$ cat src/rtl/midi_writer.sv
// MIDI serial transmitter: frames 1-3 byte MIDI messages as 8N1 at BAUD_RATE.
// Optional running status is enabled by defining MIDI_RUNNING_STATUS_EN.
module midi_writer #(
    parameter int CLK_FREQ  = 100_000_000,
    parameter int BAUD_RATE = 31_250
) (
    input  logic       clk_in,
    input  logic       rst_in,
    input  logic [7:0] status_in,
    input  logic [7:0] data_byte1_in,
    input  logic [7:0] data_byte2_in,
    input  logic       valid_in,
    output logic       ready_out,
    output logic       tx_wire_out,
    output logic       done_out,
    output logic       error_out,
    output logic [2:0] fsm_state
);

    localparam int BAUD_DIV = CLK_FREQ / BAUD_RATE;
    localparam int CNT_W    = (BAUD_DIV > 1) ? $clog2(BAUD_DIV) : 1;
    localparam logic [CNT_W-1:0] LAST_CNT = CNT_W'(BAUD_DIV - 1);

    typedef enum logic [2:0] {
        S_IDLE  = 3'd0,
        S_START = 3'd1,
        S_DATA  = 3'd2,
        S_STOP  = 3'd3,
        S_DONE  = 3'd4
    } state_t;

    state_t           state, state_next;
    logic [CNT_W-1:0] cnt, cnt_next;
    logic [2:0]       bit_idx, bit_next;
    logic [1:0]       byte_idx, byte_next;
    logic [1:0]       last_idx, last_next;
    logic [7:0]       msg0, msg1, msg2;
    logic [7:0]       msg0_next, msg1_next, msg2_next;
    logic             err, err_next;

    logic [1:0]       msg_len;
    logic [1:0]       load_last;
    logic [7:0]       load0, load1, load2;
    logic             skip_status;
    logic [7:0]       cur_byte;

`ifdef MIDI_RUNNING_STATUS_EN
    logic [7:0] rs_byte;
    logic       rs_valid;
`endif

    // Message length from the status byte; zero marks a rejected status.
    always_comb begin
        msg_len = 2'd0;
        case (status_in[7:4])
            4'h8, 4'h9, 4'hA, 4'hB, 4'hE: msg_len = 2'd3;
            4'hC, 4'hD:                   msg_len = 2'd2;
            4'hF:                         msg_len = status_in[3] ? 2'd1 : 2'd0;
            default:                      msg_len = 2'd0;
        endcase
    end

    always_comb begin
        load0       = status_in;
        load1       = data_byte1_in & 8'h7F;
        load2       = data_byte2_in & 8'h7F;
        load_last   = msg_len - 2'd1;
        skip_status = 1'b0;
`ifdef MIDI_RUNNING_STATUS_EN
        skip_status = rs_valid && (status_in == rs_byte) && (msg_len >= 2'd2);
`endif
        if (skip_status) begin
            load0     = load1;
            load1     = load2;
            load_last = msg_len - 2'd2;
        end
    end

    always_comb begin
        state_next = state;
        cnt_next   = cnt;
        bit_next   = bit_idx;
        byte_next  = byte_idx;
        last_next  = last_idx;
        msg0_next  = msg0;
        msg1_next  = msg1;
        msg2_next  = msg2;
        err_next   = 1'b0;
        case (state)
            S_IDLE: begin
                cnt_next  = '0;
                bit_next  = 3'd0;
                byte_next = 2'd0;
                if (valid_in) begin
                    if (msg_len == 2'd0) begin
                        err_next = 1'b1;
                    end else begin
                        state_next = S_START;
                        msg0_next  = load0;
                        msg1_next  = load1;
                        msg2_next  = load2;
                        last_next  = load_last;
                    end
                end
            end
            S_START: begin
                if (cnt == LAST_CNT) begin
                    cnt_next   = '0;
                    state_next = S_DATA;
                end else begin
                    cnt_next = cnt + CNT_W'(1);
                end
            end
            S_DATA: begin
                if (cnt == LAST_CNT) begin
                    cnt_next = '0;
                    if (bit_idx == 3'd7) begin
                        bit_next   = 3'd0;
                        state_next = S_STOP;
                    end else begin
                        bit_next = bit_idx + 3'd1;
                    end
                end else begin
                    cnt_next = cnt + CNT_W'(1);
                end
            end
            S_STOP: begin
                if (cnt == LAST_CNT) begin
                    cnt_next = '0;
                    if (byte_idx == last_idx) begin
                        state_next = S_DONE;
                    end else begin
                        byte_next  = byte_idx + 2'd1;
                        state_next = S_START;
                    end
                end else begin
                    cnt_next = cnt + CNT_W'(1);
                end
            end
            S_DONE:  state_next = S_IDLE;
            default: state_next = S_IDLE;
        endcase
    end

    always_ff @(posedge clk_in) begin
        if (rst_in) begin
            state    <= S_IDLE;
            cnt      <= '0;
            bit_idx  <= 3'd0;
            byte_idx <= 2'd0;
            last_idx <= 2'd0;
            msg0     <= 8'd0;
            msg1     <= 8'd0;
            msg2     <= 8'd0;
            err      <= 1'b0;
        end else begin
            state    <= state_next;
            cnt      <= cnt_next;
            bit_idx  <= bit_next;
            byte_idx <= byte_next;
            last_idx <= last_next;
            msg0     <= msg0_next;
            msg1     <= msg1_next;
            msg2     <= msg2_next;
            err      <= err_next;
        end
    end

`ifdef MIDI_RUNNING_STATUS_EN
    // Channel messages set the stored status, real-time leaves it, rejects clear it.
    always_ff @(posedge clk_in) begin
        if (rst_in) begin
            rs_byte  <= 8'd0;
            rs_valid <= 1'b0;
        end else if (state == S_IDLE && valid_in) begin
            if (msg_len == 2'd0) begin
                rs_valid <= 1'b0;
            end else if (msg_len >= 2'd2) begin
                rs_byte  <= status_in;
                rs_valid <= 1'b1;
            end
        end
    end
`endif

    always_comb begin
        case (byte_idx)
            2'd0:    cur_byte = msg0;
            2'd1:    cur_byte = msg1;
            default: cur_byte = msg2;
        endcase
    end

    always_comb begin
        case (state)
            S_START: tx_wire_out = 1'b0;
            S_DATA:  tx_wire_out = cur_byte[bit_idx];
            default: tx_wire_out = 1'b1;
        endcase
    end

    assign ready_out = (state == S_IDLE);
    assign done_out  = (state == S_DONE);
    assign error_out = err;
    assign fsm_state = state;

endmodule

$ cat config.mk
export PLATFORM = sky130hd
export DESIGN_NAME = midi_writer
export DESIGN_NICKNAME = d
export VERILOG_FILES = /design/src/rtl/midi_writer.sv
export SDC_FILE = /design/constraint.sdc
export NUM_CORES = 1
export LEC_CHECK = 0
export CAP_MARGIN = 20
export CORE_UTILIZATION = 40
export CTS_CLUSTER_DIAMETER = 100
export DETAILED_ROUTE_END_ITERATION = 6
export HOLD_SLACK_MARGIN = 0.03
export PLACE_DENSITY = 0.66
export SYNTH_ARGS = -nofsm -noshare
export SYNTH_HDL_FRONTEND = slang
export SYNTH_SLANG_ARGS = --single-unit
$ cat constraint.sdc
create_clock -name clk_in -period 2.8 [get_ports clk_in]
set_input_delay 0.56 -clock clk_in [delete_from_list [all_inputs] [get_ports clk_in]]
set_output_delay 0.56 -clock clk_in [all_outputs]
set_load 0.05 [all_outputs]
# --- Word level (Yosys, flattened, before mapping) ---
# Cells that the tools add are included.
classes:
  add_sub_neg: 4
  order_cmp: 1
  n_eq_ne: 23
  mux: 23
  bitwise_logic: 3
  reduce_logical: 14
ops:
  columns: ["operator", "n"]
  rows:
  - ["4-bit equality test (second input constant)", 8]
  - ["3-bit 2-to-1 mux", 9]
  - ["12-bit one-hot mux with 2 select lines", 1]
  - ["8-bit one-hot mux with 2 select lines", 1]
  - ["2-bit inequality test (second input constant)", 7]
  - ["12-bit by 1-bit adder with 12-bit output (second input constant)", 1]
  - ["12-bit equality test (second input constant)", 1]
  - ["12-bit 2-to-1 mux", 1]
  - ["3-bit one-hot mux with 4 select lines", 1]
  - ["3-bit by 2-bit equality test with 1-bit output (second input constant)", 2]
  - ["3-bit equality test (second input constant)", 2]
  - ["2-bit one-hot mux with 3 select lines", 1]
  - ["3-bit one-hot mux with 2 select lines", 1]
  - ["3-bit AND reduction", 2]
  - ["6-bit AND reduction", 1]
  - ["2-bit nonzero test", 3]
  - ["3-bit OR reduction", 2]
  - ["5-bit OR reduction", 1]
  - ["2-bit zero test", 2]
  - ["3-bit by 4-bit less-than comparator with 1-bit output (second input constant)", 1]
  - ["2-bit 2-to-1 mux", 2]
  - ["2-bit one-hot mux with 2 select lines", 1]
  - ["3-bit by 1-bit adder with 3-bit output (second input constant)", 1]
  - ["1-bit binary-select mux with 3-bit select", 1]
  - ["other kinds (11)", 15]
totals:
  ff_bits: 45
  input_bits: 27
  out_inout_bits: 7
  wordCells: 77

# --- Longest topological paths before layout ---
# Gate-level depths: netlist of run 1.
logic_depth:
  depth_word: 7
  ltp_mapped: 10
  ltp_nobuf: 10

# --- Least setup slack after synthesis of run 1 ---
# Ideal clock, no wire load.
synth_timing:
  path_type: "reg-to-output"
  startpoint: "register state[1] (netlist: fsm_state[1])"
  endpoint: "output port tx_wire_out"
  arrival_time_ns: 1.982
  t_required_ns: 2.240
  setup_slack_ns: 0.258
  path_stages_with_launch: 5
  path_buffers: 1
  cell_sequence: "dfxtp_1 > buf_2 > inv_1 > a2111oi_0 > o32a_1"
synth_via:
  elab_chain_cells: 2
  elab_cells_between_ends: 3
  classes_between: "eq/ne: 2; mux: 1"
synth_rtl:
  columns: ["element", "line", "text"]
  rows:
  - ["start: declaration", "32", "state_t state, state_next;"]
  - ["start signal: assignment", "157", "state <= state_next;"]
  - ["3-bit by 2-bit equality test with 1-bit output or 3-bit by 1-bit equality test with 1-bit output (tied branches)", "195", "case (state)"]
  - ["1-bit one-hot mux with 2 select lines *", "195", null]
  - ["end: declaration", "14", "output logic tx_wire_out,"]
# Mark *: on every way between the ends. The rest lies on a longest branch, timed or not.

# --- Worst setup path after layout of run 1 ---
layout_timing:
  startpoint: "register state[0] (netlist: fsm_state[0])"
  endpoint: "output port done_out"
layout_via:
  elab_chain_cells: 1
layout_rtl:
  columns: ["element", "line", "text"]
  rows:
  - ["3-bit equality test", "203", "assign done_out = (state == S_DONE);"]
  - ["end: declaration", "15", "output logic done_out,"]
# No other way between the ends.

==> run_results.csv, run 1 <==
group,metric,value,unit
sta,hold_viol,0,
setup_path,cp_max_fo,13,
layout,drive_above_1_share,9.48,%
pwr,total_leakage_power,0.956,nW
setup_path,cp-end-kind,"output port",
drt,drc,0,
setup_path,crit_path_top_delay_cell,"clkdlybuf4s50_1",
sta,setup_viol,0,
sta,maxSlewHeadroom,67.1,%
sta,drv_slew,0,
drt,vias,1925,
place,place_hpwl,3.38,mm
drt,wl,4.84,mm
setup_path,r2r-start,"cnt[2]",
logic_synthesis,synth_edf_count,0,
flow_run,maxCapViolations,0,
clock_tree,htreeDepth,2,
layout,area_growth,25.7,%
setup_path,cp.arrival,2.10,ns
clock_tree,clkTransAtPathRegs,0.09,ns
global_route,grt_max_degree,27,
layout,antenna_cells,0,
die,core_area,5170,sq um
layout,fin_area,2740,sq um
drt,viasPerCell,5.12,
clock_tree,cts_tree,"yes",
drt,avgRoutedWirePerCell,12.9,microns
logic_synthesis,async_reset_ff_share,0,%
pwr,ir_worst_vdd,0.307,mV
setup_path,rrSetupSlack,1.04,ns
clock_tree,root_buffer,"clkbuf_8",
setup_path,max_stage_delay,0.79,ns
global_route,antenna_found_initial,0,
logic_synthesis,avgSynthCellArea,7.84,sq um
die,ioPinCount,34,
sta,fin_setup_tns,0,ns
place,pre_cts_slack,0.274,ns
sta,worstMarginPinSlew,0.492,ns
die,dieHeight,75.8,microns
setup_path,r2r-end,"cnt[10]",
logic_synthesis,synthFlopType,"dfxtp_1",
clock_tree,cts.sinks,45,
clock_tree,clock_path_buffers,2,
place,finalWeightedCongestion,0.811,
setup_path,path_depth,3,
sta,grt_setup_unrepaired,"no",
pwr,powerDensity,528,nW/um^2
logic_synthesis,synth_seq_cells,45,
place,io_buffers,31,
die,fp.dieW,75.8,microns
setup_path,crit_type,"register to output port",
sta,timing.fmax,0.376,GHz
setup_path,cp_top_family,"buffers and inverters",
logic_synthesis,ys_types,47,
global_route,grt_pass1_wl,8.10,mm
setup_path,startpoint,"fsm_state[0]",
sta,timing.final.crit_period,2.66,ns
setup_path,r2r_cells,5,
outcome,status,"complete, no violations",
setup_path,cp_cell_sequence,"nor2_1 -> and2_1 -> clkdlybuf4s50_1",
layout,fill_cells,493,
clock_tree,numCtsBuffers,5,
setup_path,crit_required,2.24,ns
worst_hold_path,hold_class,"register to register",
clock_tree,insertion_delay,0.30,ns
setup_path,cp-start-kind,"register",
place,placed_area,2550,sq um
logic_synthesis,syn-instance-count,278,
global_route,grt_use_total,18.6,%
die,die-area,5750,sq um
drt,drt_iter0_drc,118,
sta,setup_ws,0.144,ns
setup_path,path_buf_inv,1,
worst_hold_path,min_from,"msg1[5]",
logic_synthesis,syn-num-nets,311,
logic_synthesis,yosysSeqAreaShare,41.3,%
global_route,grt_pass1_vias,1696,
sta,clock_skew,0.0113,ns
layout,fin_nets,338,
drt,dr.pass1.iters,4,
sta,period_share,94.9,%
sta,hold_slack,0.458,ns
clock_tree,hold_buffers,0,
global_route,overflow,0,
logic_synthesis,mappedNetlistArea,2180,sq um
drt,antenna_left,0,
setup_path,critPathCapture,"done_out",
die,start_util,42.1,%
logic_synthesis,ys_warn_count,0,
die,rows,26,
## state kept, by name, indices dropped and copies added (netlist names)
signal     cells
fsm_state      3
byte_idx       2
msg1           7
msg2           7
last_idx       2
cnt           12
error_out      1
bit_idx        3
msg0           8
## metal layers
| metal | routed length [microns] | track usage, % | vias up |
|---|---|---|---|
| met5 | 0 | 0 | - |
| met2 | 2150 | 28.5 | 40 |
| li1 | - | - | 1011 |
| met3 | 184 | 4.76 | 6 |
| met4 | 60 | 5.97 | 0 |
| met1 | 2440 | 25.5 | 868 |
## how the worst min path moves through the flow
stage               to  slack [ns]  depth (start not counted)
3_5_place_dp   msg2[6]        0.45                          2
5_1_grt        msg1[5]        0.48                          2
3_3_place_gp   msg1[5]        0.44                          2
4_1_cts        msg2[6]        0.46                          2
6_report       msg1[5]        0.46                          2
2_1_floorplan  msg0[4]        0.44                          2
## report_power, final
group / internal [mW] / switching, mW
logic: 0.0791 / 0.0889
registers: 0.664 / 0.0183
clock network: 0.359 / 0.238
## cell type report
cell class / instances / area [sq um] / area share (%)
clock buffers: 5 / 68.8 / 2.51
inverters: 6 / 22.5 / 0.822
repair buffers: 37 / 365 / 13.3
well taps: 70 / 87.6 / 3.20
multi-input cells: 210 / 1220 / 44.7
flip-flops and latches: 45 / 902 / 32.9
clock inverters: 3 / 68.8 / 2.51
## tightest hold or removal path, delay by kind of cell, from the launching register on
family	cells	cell delay, ns
and+or+nand+nor	1	0.05
AOI/OAI and AO/OA	1	0.05
DFF	1	0.32
## synth_stat cells, drive strengths merged (2+ instances only)
cell type	count	area share (%)
nand2	68	12
dfxtp	45	41
a21oi	31	7.1
nor2	27	4.8
clkbuf	10	1.7
nor3	8	2.4
xnor2	8	3.2
buf	7	2.1
nand4	7	2.7
ha	6	3.4
inv	6	1.0
nand3	6	1.4
o21ai	6	1.4
a211oi	4	1.4
xor2	4	1.6
a22o	2	0.80
and2	2	0.57
and3	2	0.63
and4	2	0.92
nand3b	2	0.69
nor2b	2	0.57
nor3b	2	0.69
nor4	2	0.57
nor4b	2	0.80
o22ai	2	0.57
## cells in the final DEF, fill, tap and decap left out, types with 2 or more instances in the layout
cell type / synthesis / routed
a211oi_1: 4 / 3
a21oi_1: 31 / 31
a22o_1: 2 / 2
and2_1: 2 / 2
buf_4: 0 / 6
bufinv_16: 0 / 2
clkbuf_8: 0 / 5
clkdlybuf4s50_1: 0 / 30
dfxtp_1: 45 / 44
ha_1: 6 / 4
ha_4: 0 / 2
inv_1: 6 / 5
nand2_1: 68 / 68
nand3_1: 6 / 6
nand3b_1: 2 / 2
nand4_1: 6 / 6
nor2_1: 26 / 25
nor2b_1: 2 / 2
nor3_1: 7 / 6
nor3b_1: 2 / 2
nor4_1: 2 / 2
nor4b_1: 2 / 2
o21ai_0: 6 / 6
o22ai_1: 2 / 2
xnor2_1: 8 / 8
xor2_1: 4 / 4
## cells by family after synthesis
kind of cell | synth area share [%]
adders and majority gates | 3.44
DFF | 41.3
buffers and inverters | 4.88
and+or+nand+nor | 30.2
AOI/OAI and AO/OA | 14.9
xor gates and xnor gates | 4.82
muxes | 0.459
## timing repair
action	4_1_cts	5_1_grt
pin swaps	0	1
setup endpoints to repair	1	1
resized for setup	3	9
buffers inserted	0	0
## per-stage QoR
stage               instances  power (mW)  util, %
detailed placement        368       0.864     49.3
global route              376        1.51     53.0
global placement          368       0.862     49.3
CTS                       376        1.46     52.1
floorplan                 278       0.791        -
finish                    376        1.45     53.0
Note: power is estimated with default switching activity, not from simulation.
==> run 2, diff against run 1 <==
--- a/config.mk
+++ b/config.mk
@@ -5,7 +5,6 @@
 export SDC_FILE = /design/constraint.sdc
 export NUM_CORES = 1
 export LEC_CHECK = 0
-export CAP_MARGIN = 20
 export CORE_UTILIZATION = 40
 export CTS_CLUSTER_DIAMETER = 100
 export DETAILED_ROUTE_END_ITERATION = 6
==> results of run 2 <==
Final layout, timing and power as in run 1 (identical DEF).
